$ cat src/rtl/logic_seq_pkg.sv
// Shared encodings for the logic set sequencer: operation codes and FSM states.
package logic_seq_pkg;

    typedef enum logic [2:0] {
        OP_NOT     = 3'd0,
        OP_AND     = 3'd1,
        OP_OR      = 3'd2,
        OP_NAND    = 3'd3,
        OP_NOR     = 3'd4,
        OP_XOR     = 3'd5,
        OP_XNOR    = 3'd6,
        OP_ILLEGAL = 3'd7
    } op_e;

    typedef enum logic [1:0] {
        ST_IDLE = 2'd0,
        ST_RUN  = 2'd1,
        ST_DONE = 2'd2
    } state_e;

endpackage

$ cat src/rtl/logic_nbit_unit.sv
// Combinational WIDTH-bit logic unit; b is don't-care for NOT, illegal op yields 0.
module logic_nbit_unit
    import logic_seq_pkg::*;
#(
    parameter int WIDTH = 4
) (
    input  op_e              op,
    input  logic [WIDTH-1:0] a,
    input  logic [WIDTH-1:0] b,
    output logic [WIDTH-1:0] y
);

    always_comb begin
        y = '0;
        case (op)
            OP_NOT:  y = ~a;
            OP_AND:  y = a & b;
            OP_OR:   y = a | b;
            OP_NAND: y = ~(a & b);
            OP_NOR:  y = ~(a | b);
            OP_XOR:  y = a ^ b;
            OP_XNOR: y = ~(a ^ b);
            default: y = '0;
        endcase
    end

endmodule

$ cat src/rtl/logic_set_sequencer.sv
// Applies one logic op to SETS packed operand sets, one set per cycle through a single shared unit.
module logic_set_sequencer
    import logic_seq_pkg::*;
#(
    parameter int WIDTH = 4,
    parameter int SETS  = 2
) (
    input  logic                  clk,
    input  logic                  rst,
    input  logic                  in_valid,
    output logic                  in_ready,
    input  logic [2:0]            op,
    input  logic [SETS*WIDTH-1:0] in1_packed,
    input  logic [SETS*WIDTH-1:0] in2_packed,
    output logic                  out_valid,
    input  logic                  out_ready,
    output logic [SETS*WIDTH-1:0] out_packed,
    output logic                  err,
    output logic                  busy,
    output state_e                state_dbg
);

    localparam int IDX_W = (SETS > 1) ? $clog2(SETS) : 1;
    localparam logic [IDX_W-1:0] LAST_IDX = IDX_W'(SETS - 1);

    // Handshake: a transfer happens on a rising edge where valid and ready are
    // both high; ready/valid here are decoded from state only.
    state_e                state_q, state_d;
    logic [IDX_W-1:0]      idx_q, idx_d;
    op_e                   op_q, op_d;
    logic [SETS*WIDTH-1:0] a_q, a_d;
    logic [SETS*WIDTH-1:0] b_q, b_d;
    logic [SETS*WIDTH-1:0] out_q, out_d;
    logic                  err_q, err_d;

    logic [WIDTH-1:0]      unit_a, unit_b, unit_y;

    assign unit_a = a_q[idx_q*WIDTH +: WIDTH];
    assign unit_b = b_q[idx_q*WIDTH +: WIDTH];

    logic_nbit_unit #(.WIDTH(WIDTH)) u_unit (
        .op (op_q),
        .a  (unit_a),
        .b  (unit_b),
        .y  (unit_y)
    );

    always_comb begin
        state_d = state_q;
        idx_d   = idx_q;
        op_d    = op_q;
        a_d     = a_q;
        b_d     = b_q;
        out_d   = out_q;
        err_d   = err_q;
        case (state_q)
            ST_IDLE: begin
                if (in_valid) begin
                    op_d  = op_e'(op);
                    a_d   = in1_packed;
                    b_d   = in2_packed;
                    out_d = '0;
                    idx_d = '0;
                    if (op_e'(op) == OP_ILLEGAL) begin
                        state_d = ST_DONE;
                        err_d   = 1'b1;
                    end else begin
                        state_d = ST_RUN;
                    end
                end
            end
            ST_RUN: begin
                out_d[idx_q*WIDTH +: WIDTH] = unit_y;
                if (idx_q == LAST_IDX) begin
                    state_d = ST_DONE;
                end else begin
                    idx_d = idx_q + 1'b1;
                end
            end
            ST_DONE: begin
                if (out_ready) begin
                    state_d = ST_IDLE;
                    err_d   = 1'b0;
                end
            end
            default: state_d = ST_IDLE;
        endcase
    end

    always_ff @(posedge clk or posedge rst) begin
        if (rst) begin
            state_q <= ST_IDLE;
            idx_q   <= '0;
            op_q    <= OP_NOT;
            a_q     <= '0;
            b_q     <= '0;
            out_q   <= '0;
            err_q   <= 1'b0;
        end else begin
            state_q <= state_d;
            idx_q   <= idx_d;
            op_q    <= op_d;
            a_q     <= a_d;
            b_q     <= b_d;
            out_q   <= out_d;
            err_q   <= err_d;
        end
    end

    assign in_ready   = (state_q == ST_IDLE);
    assign out_valid  = (state_q == ST_DONE);
    assign busy       = (state_q != ST_IDLE);
    assign out_packed = out_q;
    assign err        = err_q;
    assign state_dbg  = state_q;

endmodule

$ cat config.mk
export PLATFORM = sky130hd
export DESIGN_NAME = logic_set_sequencer
export DESIGN_NICKNAME = d
export VERILOG_FILES = /design/src/rtl/logic_seq_pkg.sv /design/src/rtl/logic_nbit_unit.sv /design/src/rtl/logic_set_sequencer.sv
export SDC_FILE = /design/constraint.sdc
export NUM_CORES = 1
export LEC_CHECK = 0
export CORE_MARGIN = 4
export CORE_UTILIZATION = 40
export CTS_CLUSTER_DIAMETER = 30
export DETAILED_ROUTE_END_ITERATION = 8
export PLACE_DENSITY = 0.71
export SETUP_SLACK_MARGIN = 0.05
export SYNTH_ARGS = -nofsm -noshare
export SYNTH_HDL_FRONTEND = slang
export SYNTH_SLANG_ARGS = --single-unit
$ cat constraint.sdc
create_clock -name clk -period 2.6 [get_ports clk]
set_input_delay 0.65 -clock clk [delete_from_list [all_inputs] [get_ports clk]]
set_output_delay 0.65 -clock clk [all_outputs]
set_load 0.02 [all_outputs]
### Word level (Yosys, flattened, before mapping)

Index checks and enable logic that the tools add are counted.
Widths: inputs -> output; s select.

* logic and storage cells: 58
* register bits: 31
* input port bits: 23
* output and inout bits: 14

* reduce and logical (&&, ||, !) cells: 9
* equality and inequality tests: 13
* muxes and demuxes: 16
* bitwise logic cells: 7
* add/subtract/negate cells: 2
* shift operators: 4

Operators by type and width (count)
* $neg 3->34: 1
* $shift 4x34->8 const A: 1
* $shiftx 4x34->8: 1
* $pmux 4 s7: 1
* $not 4->4: 4
* $pmux 8 s2: 1
* $shiftx 8x4->4: 2
* $eq 3x3->1 const B: 4
* $bwmux 8: 1
* $mux 2: 4
* $mux 8: 1
* $eq 3x2->1 const B: 2
* $pmux 2 s3: 1
* $reduce_bool 2->1: 3
* $mux 1: 5
* $and 4x4->4: 1
* $ne 2x1->1 const B: 2
* $ne 2x2->1 const B: 2
* $or 4x4->4: 1
* $pmux 1 s2: 2
* $reduce_and 2->1: 2
* $reduce_and 4->1: 1
* $xor 4x4->4: 1
* $eq 3x1->1 const B: 1
* 6 further kinds: 6

### Depth between registers and ports, before layout

Gate-level depths: netlist of the first run.

* word-level depth: 7
* depth in mapped cells: 8
* mapped depth without buffers: 7

### Modules after synthesis

Synthesis of the first run repeated with hierarchy kept, for this count alone.

* cells, all modules: 155
* area total of the unflattened synthesis: 1849.3 um^2

Modules (own cells, without submodules)
* logic_set_sequencer: seq. area each 775.7 um^2, area each 1473.9 um^2, instances 1, cells an instance 108
* logic_nbit_unit: seq. area each 0.0 um^2, area each 375.4 um^2, instances 1, cells an instance 47

### Worst setup path before layout of the first run

Ideal clock, no wire load.

* path kind: register -> register
* start point: register idx_q
* end point: register out_q[1] (netlist: out_packed[1])
* path slack: 0.788 ns
* cell stages (with the launch flop): 8
* data required time: 2.523 ns
* setup time: 0.077 ns
* clock period less this slack: 1.812 ns
* arrival time: 1.736 ns
* buffers on the path: 1
* cells stage by stage: dfrtp_1 > buf_2 > mux2i_1 > ha_1 > and3_2 > o32ai_1 > a21oi_1 > o21ai_1

* cells in the longest elaborated chain, start to end: 7
* elaborated cells between the ends (all ways): 15
* those cells by class: 1 x add/sub; 4 x shift; 3 x mux; 7 x bitwise

Ends and longest elaborated chain
* start, declared: RTL line logic_set_sequencer.sv:29 `logic [IDX_W-1:0] idx_q, idx_d;`
* start signal, assigned: RTL line logic_set_sequencer.sv:101 `idx_q <= idx_d;`
* $shiftx 8x4->4, on equally long branches: RTL line logic_set_sequencer.sv:38, logic_set_sequencer.sv:39
* $xor 4x4->4, or another cell as far along: RTL line logic_nbit_unit.sv:21, logic_nbit_unit.sv:22
* $not 4->4, on equally long branches: RTL line logic_nbit_unit.sv:22, logic_nbit_unit.sv:19, logic_nbit_unit.sv:20
* $pmux 4 s7: RTL line logic_nbit_unit.sv:15 `case (op)`
* $shiftx 4x34->8: RTL line logic_set_sequencer.sv:73 `out_d[idx_q*WIDTH +: WIDTH] = unit_y;`
* $bwmux 8 *: RTL line logic_set_sequencer.sv:73
* $pmux 8 s2 *: RTL line logic_set_sequencer.sv:56 `case (state_q)`
* end signal, assigned: RTL line logic_set_sequencer.sv:105 `out_q <= out_d;`
* end, declared: RTL line logic_set_sequencer.sv:33 `logic [SETS*WIDTH-1:0] out_q, out_d;`

Every way passes the cells marked *; elsewhere a longest branch is shown, timed or not.
A chain may end at the register's enable or synchronous reset.

### Worst setup path in the final report of the first run

* start point: register state_q[1] (netlist: state_dbg[1])
* end point: output port in_ready

* cells in the longest elaborated chain, start to end: 1

Ends and longest elaborated chain
* start, declared: RTL line logic_set_sequencer.sv:28 `state_e state_q, state_d;`
* start signal, assigned: RTL line logic_set_sequencer.sv:100 `state_q <= state_d;`
* $logic_not 2->1: RTL line logic_set_sequencer.sv:110 `assign in_ready = (state_q == ST_IDLE);`
* end, declared: RTL line logic_set_sequencer.sv:11 `output logic in_ready,`

No other way between the ends.

==> impl_results.md, run 1 <==
- Worst Path Arrival: 1.73 ns
- Share of the synthesized area in the top cell type: 45.82%
- Sw Ratio: 40.03%
- Area contributors post-synth: dfrtp_1 (46%), mux2_2 (14%), ha_1 (5.9%)
- Worst Setup Path Type: flip-flop to primary output
- Final Hold Viols: 0
- I/O Buffers: 36
- Sequential fraction of design power: 33.8%
- Final instance count without filler cells: 242
- Switching power: 1.134 mW
- Final setup violating endpoints: 0
- Antenna violations before repair: 0
- Fill cell count: 361
- Postcts setup bufs: 0
- ANT cells: 0
- Flop-to-flop setup slack: 0.38 ns
- Post-synth EDFFs: 0
- Global-route wire length before repair: 5720 µm
- Yosys reg bits: 31
- Largest net degree at the start of global routing: 32
- Ys Warns: 0
- CTS Hold Bufs: 0
- Worst-path fanout max: 13
- Slew headroom: 62.99%
- CTS tree: yes
- R2r endpoint: out_packed[4]
- Hold Path Sink: out_packed[2]
- Final Skew: 0.004114 ns
- Worst slack, placed: 0.3487 ns
- Ys async rst share: 100.0%
- Startpoint Class: flip-flop
- CTS buffer count: 5
- Status: finished, final reports clean
- Hold WS: 0.4893 ns
- FF-to-FF path depth: 7
- Final total negative setup slack: 0 ns
- Crit path capture type: primary output
- DR WL met3: 136 µm
- Met2 wire len: 1714 µm
- Final ANT Viol Nets: 0
- Post-Syn Area: 1693 µm²
- Clock Power Share: 13.1%
- Commonest non-fill, non-tap cell in the layout: clkdlybuf4s50_1
- DR pass1 iterations: 4
- Worst-path clk slew: 0.06 ns
- Chip height: 73.06 µm
- Vias in the first global route: 1281
- RSZ-0062 raised after global routing: no
- H-tree depth: 2
- Drt wl/cell: 13.79 µm
- Combinational power share: 53.2%
- Inst Count DP: 235
- Internal power: 1.698 mW
- Critical hold path startpoint: out_packed[2]
- Die area: 5337 µm²
- Clk root buf: clkbuf_8
- Crit path time final: 2.382 ns
- Initial Utilization: 41.72%
- DRC violations left: 0
- Post-synth cell types: 31
- GRT Overall Usage: 13.68%
- Fin nets: 223
- Fmax: 419.8 MHz
- Mapped Avg Cell Area: 10.92 µm²
- Area post-placement: 2068 µm²
- # clock sinks: 31
- Die width: 73.06 µm
- Tcrit/Tclk final: 91.62%
- Post-synth top area cell: dfrtp_1
- Leak: 0.9614 nW
- HPWL after DPL: 2571 µm
- Worst-margin pin slew: 0.5552 ns
- Metal-1 WL: 1441 µm
- Synth Net Count: 186
- Final Max Tran Viols: 0
- Layout cells sized above 1: 18.23%
- Commonest cells after routing, fill and taps aside: clkdlybuf4s50_1 (36), dfrtp_1 (31), mux2_2 (21)
- Vias per cell: 5.153
- Drt total wl: 3337 µm
- Pwr/cell area: 1314 nW/µm²
- Fin area: 2156 µm²
- Final WS setup: 0.2179 ns
- Core area: 4058 µm²
- CTS resizes: 0
- Worst-case clock buffer depth: 2
- Area growth from synthesis to layout: 27.35%
- Max-Cap Viols: 0
- Routability cong.: 0.7833
- R2R Path Start: idx_q
- Io pins: 37
- Via count: 1247
- Grt ovf: 0
- Clk_lat worst skew: 0.27 ns
- Register area share after synthesis: 45.82%
- Cells after Synth: 155
- Worst Hold Class: flip-flop to flip-flop
- Required @ worst endpoint: 1.95 ns
- Final Core Density: 53.13%
- Commonest register cell after synthesis: dfrtp_1
- Worst vdd rail ir drop: 0.0005714 V
- DR iter-0 viols: 60
- Total Power: 2.832 mW
- Row cnt: 23
- Top layer in use: met4
- Hold depth: 2
-- cell usage after synthesis, types with 4 or more instances --
library cell and count:
nor2_1 4, o21ai_0 6, nand2_1 10, mux2i_1 7, o21ai_1 8, ha_1 8, a21oi_1 6, inv_1 14
dfrtp_1 31, mux2_2 21
-- final cells by class --
type | instances | area (µm²) | area share, %
Clock inverter | 1 | 5.005 | 0.2322
Sequential cell | 31 | 775.7 | 35.98
Clock buffer | 6 | 82.58 | 3.831
Tap cell | 50 | 62.56 | 2.902
Timing Repair Buffer | 37 | 367.9 | 17.06
Multi-Input combinational cell | 103 | 809.5 | 37.55
Inverter | 14 | 52.55 | 2.438
-- power groups by stage --
stage	clock, mW	combinational (mW)	sequential, mW
4_1_cts	0.381	1.53	0.960
3_5_place_dp	0	1.52	0.968
3_3_place_gp	0	1.45	0.952
2_1_floorplan	0	1.16	0.910
6_report	0.370	1.51	0.957
5_1_grt	0.401	1.67	0.999
-- routing by layer --
metal	vias to the layer above	global-route usage (%)
met5	-	0
met4	0	4.918
met3	5	4.132
met2	28	22.74
met1	607	16.68
li1	607	-
-- state kept, by name, indices dropped and copies added, names as in the netlist --
name and flops:
out_packed 8, state_dbg 2, a_q 8, b_q 8
idx_q 1, op_q 3, err 1
-- critical path: stages, from the launching register on --
cell             delay, ns
dfrtp_1               0.49
or2_4                 0.32
inv_1                 0.05
clkdlybuf4s50_1       0.60
-- worst max-delay path by stage --
stage / startpoint / endpoint / slack, ns / cells after the start
2_1_floorplan: idx_q / out_packed[1] / 0.79 / 7
3_3_place_gp: idx_q / out_packed[0] / 0.41 / 7
3_5_place_dp: idx_q / out_packed[1] / 0.35 / 7
4_1_cts: state_dbg[1] / in_ready / 0.21 / 3
5_1_grt: state_dbg[1] / in_ready / 0.15 / 3
6_report: state_dbg[1] / in_ready / 0.22 / 3
-- kinds of logic after synthesis --
family | count (synthesis) | share of synthesized area [%]
compound gates | 31 | 11.09
simple gates | 32 | 10.50
buf+inv | 21 | 6.356
fa+ha+maj | 8 | 5.913
mux | 29 | 18.77
flops | 31 | 45.82
xor+xnor | 3 | 1.552
No activity file was read; power rests on OpenSTA's default activity.
==> run 2, diff against run 1 <==
- CAP_MARGIN: unset -> 20
- CORE_UTILIZATION: 40 -> 50
- PLACE_DENSITY: 0.71 -> 0.84
==> impl_results.md, run 2 (same netlist as run 1, synthesis figures left out) <==
- CP endpoint: in_ready
- Slew headroom: 64.68%
- Clk_lat worst skew: 0.33 ns
- Leak: 0.9484 nW
- Layout cells sized above 1: 18.23%
- Startpoint Class: flip-flop
- Postcts setup bufs: 0
- Drt wl/cell: 14.64 µm
- Final Max Tran Viols: 0
- Worst Setup Path Type: flip-flop to primary output
- Slowest stage delay, CP: 0.59 ns
- Area growth from synthesis to layout: 25.06%
- Pwr/cell area: 1310 nW/µm²
- Final Hold Viols: 0
- CTS buffer count: 5
- CTS resizes: 0
- Crit path max-delay family: buffers and inverters
- R2r endpoint: out_packed[7]
- Tcrit/Tclk final: 94.79%
- Via count: 1255
- Final instance count without filler cells: 236
- Worst vdd rail ir drop: 0.0005934 V
- Fin nets: 223
- CTS tree: yes
- Commonest cells after routing, fill and taps aside: clkdlybuf4s50_1 (36), dfrtp_1 (31), mux2_2 (21)
- Worst-margin pin slew: 0.5286 ns
- # clock sinks: 31
- RSZ-0062 raised after global routing: no
- Io pins: 37
- Vias per cell: 5.318
- Crit path time final: 2.465 ns
- Die area: 4380 µm²
- Initial Utilization: 53.69%
- Buf/Inv on CP: 2
- CTS Hold Bufs: 0
- Worst Hold Class: flip-flop to flip-flop
- Required @ worst endpoint: 1.95 ns
- Worst Path Arrival: 1.81 ns
- R2R Path Start: idx_q
- Flop-to-flop setup slack: 0.36 ns
- Number of cells on the critical path: 3
- Max-Cap Viols: 0
- DRC violations left: 0
- Final Core Density: 67.14%
- Worst-path fanout max: 13
- Worst-path clk slew: 0.09 ns
- Core area: 3153 µm²
- Crit path capture type: primary output
- Antenna violations before repair: 0
- DR pass1 iterations: 4
- DR iter-0 viols: 76
- Largest net degree at the start of global routing: 32
- Vias in the first global route: 1334
- HPWL after DPL: 2677 µm
- Drt total wl: 3456 µm
- ANT cells: 0
- Routability cong.: 0.8069
- Grt ovf: 0
- Commonest non-fill, non-tap cell in the layout: clkdlybuf4s50_1
- I/O Buffers: 36
- Global-route wire length before repair: 5844 µm
- Row cnt: 20
- Fmax: 405.7 MHz
- GRT Overall Usage: 17.68%
- Die width: 66.19 µm
- Final ANT Viol Nets: 0
- Crit-path cells: or2_4 -> inv_1 -> clkdlybuf4s50_1
- Chip height: 66.19 µm
- Clk root buf: clkbuf_4
- Inst Count DP: 229
- Final setup violating endpoints: 0
- H-tree depth: 2
- Worst-case clock buffer depth: 2
- Status: finished, final reports clean
- Final Skew: 0.009365 ns
- Slowest cell on the critical path: clkdlybuf4s50_1
- Crit path launch: state_dbg[1]
- FF-to-FF path depth: 7
- Final total negative setup slack: 0 ns
==> run 2: changes by cell type in the layout (fill, tap and decap cells not counted) <==
cell,previous run,this run
clkbuf_4,0,5
clkbuf_8,6,1
==> run 2: tightest hold or removal path, delay by kind of cell, from the launching register on <==
family             cells  cell delay (ns)
DFF                    1             0.35
and+or+nand+nor        1             0.05
AOI/OAI and AO/OA      1             0.06
==> run 2: per-layer routing <==
metal | part of all wire (%) | up-vias | GRT usage, %
met5 | 0 | - | 0
met4 | 1.9 | 0 | 8.376
met3 | 3.6 | 6 | 3.571
met2 | 54 | 20 | 31.97
met1 | 41 | 618 | 19.54
li1 | - | 611 | -
==> run 2: final cells by class <==
type	instances	area, µm²
fillers	265	1036
clock inverters	1	5.005
clock buffers	6	51.30
inverters	14	52.55
well taps	44	55.05
flip-flops and latches	31	775.7
multi-input cells	103	809.5
repair buffers	37	367.9
==> run 2: worst min-delay path by stage <==
| stage | endpoint | from | slack (ns) | cells after the start |
|---|---|---|---|---|
| 2_1_floorplan | b_q[0] | b_q[0] | 0.46 | 1 |
| 3_3_place_gp | out_packed[5] | out_packed[5] | 0.47 | 2 |
| 3_5_place_dp | out_packed[1] | out_packed[1] | 0.48 | 2 |
| 4_1_cts | out_packed[1] | out_packed[1] | 0.50 | 2 |
| 5_1_grt | b_q[0] | b_q[0] | 0.53 | 1 |
| 6_report | out_packed[1] | out_packed[1] | 0.50 | 2 |
==> run 2: report_power, final <==
part / leakage [nW] / total [mW] / switching (mW) / internal, mW
clock network: 0.0341 / 0.285 / 0.160 / 0.125
registers: 0.380 / 0.957 / 0.250 / 0.707
logic: 0.534 / 1.53 / 0.745 / 0.786
==> run 2: per-stage QoR <==
| step | setup WS, ns | area, µm² | power [mW] | hold WS, ns |
|---|---|---|---|---|
| 5_1_grt | 0.05851 | 2117 | 2.991 | 0.5270 |
| 3_5_place_dp | 0.3710 | 2061 | 2.503 | 0.4822 |
| 2_1_floorplan | 0.7876 | 1693 | 2.067 | 0.4574 |
| 6_report | 0.1354 | 2117 | 2.774 | 0.4970 |
| 3_3_place_gp | 0.4211 | 2061 | 2.383 | 0.4652 |
| 4_1_cts | 0.1359 | 2117 | 2.789 | 0.5038 |
